`src/rtl/alu.sv`:
```
// Single-cycle integer execution unit: decodes RV32 OP/OP-IMM/LW/SW and returns a
// registered result tagged with the destination physical register.
module alu #(
  parameter int XLEN   = 32,
  parameter int PREG_W = 6
) (
  input  logic              clk,
  input  logic              rst,
  input  logic              valid_i,
  input  logic [6:0]        opcode,
  input  logic [2:0]        func3,
  input  logic [6:0]        func7,
  input  logic [XLEN-1:0]   src1,
  input  logic [XLEN-1:0]   src2,
  input  logic [PREG_W-1:0] dest_i,
  output logic              valid_o,
  output logic [XLEN-1:0]   result,
  output logic [PREG_W-1:0] dest_o,
  output logic              illegal_o
);

  localparam logic [6:0] OPC_OP_IMM = 7'b0010011;
  localparam logic [6:0] OPC_OP     = 7'b0110011;
  localparam logic [6:0] OPC_LOAD   = 7'b0000011;
  localparam logic [6:0] OPC_STORE  = 7'b0100011;
  localparam logic [6:0] F7_BASE    = 7'b0000000;
  localparam logic [6:0] F7_ALT     = 7'b0100000;

  logic [XLEN-1:0] alu_res;
  logic            illegal;
  logic [4:0]      shamt;
  logic [XLEN-1:0] add_res;
  logic [XLEN-1:0] sub_res;
  logic [XLEN-1:0] slt_res;
  logic [XLEN-1:0] sltu_res;
  logic [XLEN-1:0] sll_res;
  logic [XLEN-1:0] srl_res;
  logic [XLEN-1:0] sra_res;

  assign shamt    = src2[4:0];
  assign add_res  = src1 + src2;
  assign sub_res  = src1 - src2;
  assign slt_res  = {{(XLEN-1){1'b0}}, ($signed(src1) < $signed(src2))};
  assign sltu_res = {{(XLEN-1){1'b0}}, (src1 < src2)};
  assign sll_res  = src1 << shamt;
  assign srl_res  = src1 >> shamt;
  assign sra_res  = $signed(src1) >>> shamt;

  // Illegal paths leave alu_res at zero so the output register clears the result.
  always_comb begin
    alu_res = '0;
    illegal = 1'b0;
    case (opcode)
      OPC_OP_IMM: begin
        case (func3)
          3'b000: alu_res = add_res;
          3'b111: alu_res = src1 & src2;
          3'b110: alu_res = src1 | src2;
          3'b100: alu_res = src1 ^ src2;
          3'b010: alu_res = slt_res;
          3'b011: alu_res = sltu_res;
          3'b001: begin
            if (func7 == F7_BASE) alu_res = sll_res;
            else                  illegal = 1'b1;
          end
          default: begin
            if (func7 == F7_BASE)     alu_res = srl_res;
            else if (func7 == F7_ALT) alu_res = sra_res;
            else                      illegal = 1'b1;
          end
        endcase
      end
      OPC_OP: begin
        case (func3)
          3'b000: begin
            if (func7 == F7_BASE)     alu_res = add_res;
            else if (func7 == F7_ALT) alu_res = sub_res;
            else                      illegal = 1'b1;
          end
          3'b100: alu_res = src1 ^ src2;
          3'b110: alu_res = src1 | src2;
          3'b111: alu_res = src1 & src2;
          3'b010: alu_res = slt_res;
          3'b011: alu_res = sltu_res;
          3'b001: begin
            if (func7 == F7_BASE) alu_res = sll_res;
            else                  illegal = 1'b1;
          end
          default: begin
            if (func7 == F7_BASE)     alu_res = srl_res;
            else if (func7 == F7_ALT) alu_res = sra_res;
            else                      illegal = 1'b1;
          end
        endcase
      end
      OPC_LOAD, OPC_STORE: alu_res = add_res;
      default:             illegal = 1'b1;
    endcase
  end

  // result and dest_o only update on an issued op; idle cycles hold them.
  always_ff @(posedge clk) begin
    if (rst) begin
      valid_o   <= 1'b0;
      illegal_o <= 1'b0;
      result    <= '0;
      dest_o    <= '0;
    end else begin
      valid_o   <= valid_i;
      illegal_o <= valid_i & illegal;
      if (valid_i) begin
        result <= illegal ? '0 : alu_res;
        dest_o <= dest_i;
      end
    end
  end

endmodule

```
`config.mk`:
```
export PLATFORM = sky130hd
export DESIGN_NAME = alu
export DESIGN_NICKNAME = d
export VERILOG_FILES = /design/src/rtl/alu.sv
export SDC_FILE = /design/constraint.sdc
export NUM_CORES = 1
export LEC_CHECK = 0
export CAP_MARGIN = 0
export CORE_MARGIN = 2
export CORE_UTILIZATION = 25
export CTS_BUF_LIST = sky130_fd_sc_hd__clkbuf_4 sky130_fd_sc_hd__clkbuf_8 sky130_fd_sc_hd__clkbuf_16
export CTS_CLUSTER_SIZE = 24
export DETAILED_ROUTE_END_ITERATION = 6
export GPL_TIMING_DRIVEN = 0
export REMOVE_ABC_BUFFERS = 1
export SYNTH_ARGS = -nofsm -noshare
export SYNTH_HDL_FRONTEND = slang
export SYNTH_SLANG_ARGS = --single-unit
```
`constraint.sdc`:
```
create_clock -name clk -period 5.41 [get_ports clk]
set_clock_uncertainty 0.05 [all_clocks]
set_input_delay 1.082 -clock clk [delete_from_list [all_inputs] [get_ports clk]]
set_output_delay 1.082 -clock clk [all_outputs]
set_load 0.05 [all_outputs]
```
; Yosys cells after proc, flatten, opt, wreduce, memory -nomap -nowiden
; Cells that the tools add are included.
[totals]
output_inout_bits = 40
reg_bits = 40
word_cells = 46
in_bits = 90
[op_classes]
n_mux = 15
n_eq_ne = 11
n_addsub = 2
n_lt_le_gt_ge = 2
bitwise_logic = 4
shifts = 3
reduce_logical = 5
[ops]
columns = operator, count
row1 = one-hot mux 32 bit (7 select lines), 2
row2 = 2-to-1 mux 32 bit, 6
row3 = one-hot mux 32 bit (3 select lines), 1
row4 = < comparator 32 bit, 2
row5 = adder 32 bit, 1
row6 = AND 32 bit, 1
row7 = bitwise OR 32 bit, 1
row8 = left shift 32 x 5 -> 32 bit, 1
row9 = right shift 32 x 5 -> 32 bit, 1
row10 = >>> shifter 32 x 5 -> 32 bit, 1
row11 = subtractor 32 bit, 1
row12 = bitwise XOR 32 bit, 1
row13 = equality test 7 x 6 -> 1 bit (second input constant), 3
row14 = equality test 3 bit (second input constant), 3
row15 = equality test 7 x 2 -> 1 bit (second input constant), 1
row16 = equality test 7 x 5 -> 1 bit (second input constant), 1
row17 = logical NOT 7 bit, 1
row18 = equality test 3 x 2 -> 1 bit (second input constant), 2
row19 = OR reduction 6 bit, 1
row20 = OR reduction 5 bit, 1
row21 = one-hot mux 1 bit (2 select lines), 2
row22 = equality test 3 x 1 -> 1 bit (second input constant), 1
row23 = logical NOT 3 bit, 1
row24 = 2-to-1 mux 1 bit, 3
row25 = 3 further kinds, 3

; Depth between registers and ports, before layout
[logic_depth]
word_depth = 6
mapped_depth = 16
depth_no_buf = 13

; Least setup slack after synthesis
; Ideal clock, no wire load.
[synth_timing]
kind = input to register
from = input src2[2]
to = register result[30]
n_path_buf = 4
path_stages = 16
required_ps = 5257
setup_slack_ps = 1093
t_arrival_ps = 4163
setup_time_ps = 103
path_cell_list = buf_2 -> buf_2 -> inv_1 -> buf_2 -> buf_2 -> ha_1 -> nor2b_4 -> o21ai_4 -> o221ai_4 -> o21ai_4 -> o311a_4 -> o21ai_2 -> a32o_2 -> a2111oi_4 -> nor2_1 -> a2111oi_2
[synth_via]
elab_chain_cells = 6
elab_cells_between_ends = 14
classes_between = add/sub (2) / shift (3) / mux (9)
[synth_rtl]
columns = element, line
row1 = from (decl), 14  ; input logic [XLEN-1:0] src2,
row2 = subtractor 32 bit or >>> shifter 32 x 5 -> 32 bit (tied branches), "42, 47"
row3 = "2-to-1 mux 32 bit, on equally long branches", "77, 68, 91"
row4 = "2-to-1 mux 32 bit, on equally long branches", "76, 67"
row5 = "one-hot mux 32 bit (7 select lines), on equally long branches", "74, 55"
row6 = one-hot mux 32 bit (3 select lines) *, 53  ; case (opcode)
row7 = 2-to-1 mux 32 bit *, 112  ; result <= illegal ? '0 : alu_res;
row8 = to (signal assigned), 112
row9 = to (decl), 17  ; output logic [XLEN-1:0] result,
; Mark *: on every way between the ends. The rest lies on a longest branch, timed or not.
; A chain may end at the register's enable or synchronous reset.

; Worst setup path after layout
[layout_timing]
from = input func7[5]
to = register result[6]
[layout_via]
elab_chain_cells = 6
elab_cells_between_ends = 17
classes_between = eq/ne (1) / mux (15) / reduce/logical (1)
[layout_rtl]
columns = element, line
row1 = from (decl), 12  ; input logic [6:0] func7,
row2 = equality test 7 x 6 -> 1 bit, "68, 77, 91"
row3 = "2-to-1 mux 32 bit, or another cell as far along", "68, 91"
row4 = "2-to-1 mux 32 bit, or another cell as far along", 67  ; if (func7 == F7_BASE) alu_res = srl_res;
row5 = "one-hot mux 32 bit (7 select lines), or another cell as far along", 74  ; case (func3)
row6 = one-hot mux 32 bit (3 select lines) or one-hot mux 1 bit (3 select lines) (tied branches), 53
row7 = 2-to-1 mux 32 bit *, 112
; Marks and branches as above.

==> impl_metrics.csv <==
group,metric,value,unit
final_layout,final_cells,2105,
die,dieArea,44100,um2
die,die_w,210,um
place,dp_cells,2093,
logic_synthesis,avgSynthCellArea,6.89,um2
die,ios,130,
final_layout,antenna_cells,0,
grt,grtUsageTotal,23.1,%
sta,relSlewSlack,7.55,%
worst_setup_path,crit_family,"simple AND/OR/NAND/NOR gates",
logic_synthesis,async_reset_ff_share,0,%
worst_setup_path,start_kind,"input pin",
sta,fin_setup_tns,0,ns
sta,whs,0.401,ns
min_path,worstHoldStart,"result[17]",
cts,cts-buffers-inserted,5,
place,hpwlAfterDp,40300,um
grt,antenna_found_initial,0,
final_layout,nNetsFinal,1754,
logic_synthesis,syn_area,10600,um2
power,total_power,1.81,mW
place,portBuffers,129,
detailed_routing,wl,52400,um
final_layout,final_cell_mix,"nor2_1, a21oi_1, nand2_1",
sta,post-route-min-period,5.32,ns
logic_synthesis,synth_top_area_share,11.4,%
sta,drv_slew,0,
detailed_routing,wire_per_inst,24.9,um
worst_setup_path,critPathBufInv,2,
cts,insertion_delay,0.31,ns
cts,cts_tree,"yes",
die,rows,75,
worst_setup_path,required,5.51,ns
min_path,hp-class,"flip-flop to flip-flop",
place,gp_congestion,1.00,
cts,clkTransAtPathRegs,0.07,ns
die,die_h,210,um
final_layout,final_common_cell,"nor2_1",
worst_setup_path,crit_chain,"clkdlybuf4s50_1, inv_1, nand3_1, a21oi_1, nand2_1, nand2_1, a221oi_1, o21ai_1, a221oi_1, nor3_1",
detailed_routing,routed_via_density,6.10,
final_layout,syn2layout_area_growth,16.7,%
detailed_routing,drtIter0Drc,1605,
worst_setup_path,path_max_fanout,24,
cts,htreeDepth,2,
worst_setup_path,startpoint,"func7[5]",
final_layout,drive_gt1_share,7.41,%
detailed_routing,first_pass_iters,6,
cts,cts-root-buf,"clkbuf_16",
logic_synthesis,yosys.area.top_type,"ha_1",
detailed_routing,ant_nets,0,
final_layout,multi_input_area,8890,um2
logic_synthesis,synthFlopType,"dfxtp_1",
detailed_routing,route.detailed.drc,0,
sta,hold_viol,0,
worst_setup_path,cp_slowest_cell,"clkdlybuf4s50_1",
die,core-area,41900,um2
logic_synthesis,synth_cell_types,94,
die,start_util,25.3,%
sta,setup_viol_count_final,0,
worst_setup_path,crit_arrival,5.42,ns
power,p_leak,4.80,nW
grt,overflow,0,
sta,finalCritPeriodShare,98.4,%
run,maxCapViolations,0,
grt,grt_max_degree,75,
cts,cts.sinks,40,
grt,grt_pass1_vias,12200,
cts,clock_path_buffers,2,
worst_setup_path,timing_worst_setup_path_type,"input pin to flip-flop",
logic_synthesis,yosys_warnings,0,
worst_setup_path,regToRegStartpoint,"result[29]",
detailed_routing,via_count,12800,
logic_synthesis,synth-seq-cells,40,
sta,fmax,0.188,GHz
power,power_density,146,nW/um2
worst_setup_path,max_stage_delay,1.04,ns
sta,worstMarginPinSlew,1.38,ns
cts,hold_buffers,0,
worst_setup_path,cp-end-kind,"flip-flop",
logic_synthesis,synth_edf_count,0,
sta,rsz0062_at_grt,"false",
power,vdd_drop_max,0.120,mV
outcome,outcome,"complete, no violations",
grt,grt_pass1_wl,78100,um
final_layout,fillers,4536,
final_layout,regArea,801,um2
logic_synthesis,postSynthCellCount,1541,
logic_synthesis,synth-seq-area-share,7.55,%
logic_synthesis,synth.area.top_cells,"ha_1, a21oi_1, mux4_2",
-- cell usage after synthesis, drive strengths merged (6+ instances only) --
cell type  number
a211oi         40
nand2         161
a31oi          15
o31ai          16
o21ai         149
dfxtp          40
a21oi         171
nand3          19
nor3           29
ha             97
mux4           37
mux2            9
xnor2           9
nand4          11
buf            53
a2111oi         6
a22oi           8
clkbuf         70
nor2b           8
and2            9
o21a            7
a221o          13
nor2          181
nor4           10
o211ai         20
o22ai          25
a21o           19
a32oi           6
o2bb2ai         6
nand2b          9
mux2i          59
o221ai         20
inv           102
a221oi         10
o21bai         16
o311ai          7
-- routing by layer --
metal / GRT usage (%) / routed length, um
met5: 0 / 0
met1: 31.6 / 22200
met4: 8.14 / 1840
met2: 37.0 / 23400
met3: 3.61 / 4880
-- layout make-up --
type / count / share of cell area (%)
multi-input cells: 1274 / 71.7
repair inverters: 1 / 0.0404
clock buffers: 5 / 1.01
inverters: 104 / 3.21
well taps: 539 / 5.44
clock inverters: 3 / 0.374
repair buffers: 139 / 11.7
flip-flops and latches: 40 / 6.46
-- metrics by stage --
step / cell area (um2) / util (%) / worst slack, ns
2_1_floorplan: 10100 / - / 1.24
3_3_place_gp: 12000 / 28.7 / -3.48
3_5_place_dp: 12200 / 29.0 / -1.04
4_1_cts: 12300 / 29.4 / -0.0721
5_1_grt: 12400 / 29.5 / 0.0649
6_report: 12400 / 29.5 / 0.0889
-- timing repair --
action,4_1_cts,5_1_grt
buffers inserted,0,2
pin swaps,0,1
gates cloned,1,0
setup endpoints to repair,23,17
resized for setup,5,6
-- kinds of logic after synthesis --
family / after synthesis / synth area share (%)
AOI/OAI and AO/OA: 603 / 37.5
xor gates and xnor gates: 12 / 0.990
adders and majority gates: 99 / 11.8
buffers and inverters: 227 / 8.92
DFF: 40 / 7.55
muxes: 105 / 14.4
and+or+nand+nor: 455 / 18.9
-- flip-flops by register name (all words and copies together), names as in the netlist --
name       count
dest_o         6
result        32
illegal_o      1
valid_o        1
-- worst min-delay path: stages (launching register included) --
cell and delay (ns):
dfxtp_1 0.31, nand2_1 0.05, o21ai_1 0.05
-- final timing paths --
check                           slack, ns  cells after the start    endpoint
worst max-delay path                 0.09                     10   result[6]
worst min-delay path                 0.40                      2  result[17]
worst max register to register       3.90                      4  result[29]
worst min register to register       0.40                      2  result[17]
-- where the power goes --
group / internal (mW) / switching [mW] / leakage, nW / total [mW]
registers: 0.300 / 0.00269 / 0.325 / 0.302
clock network: 0.220 / 0.162 / 0.0804 / 0.382
logic: 0.397 / 0.724 / 4.40 / 1.12
total: 0.917 / 0.888 / 4.80 / 1.81
Note: power is estimated with default switching activity, not from simulation.
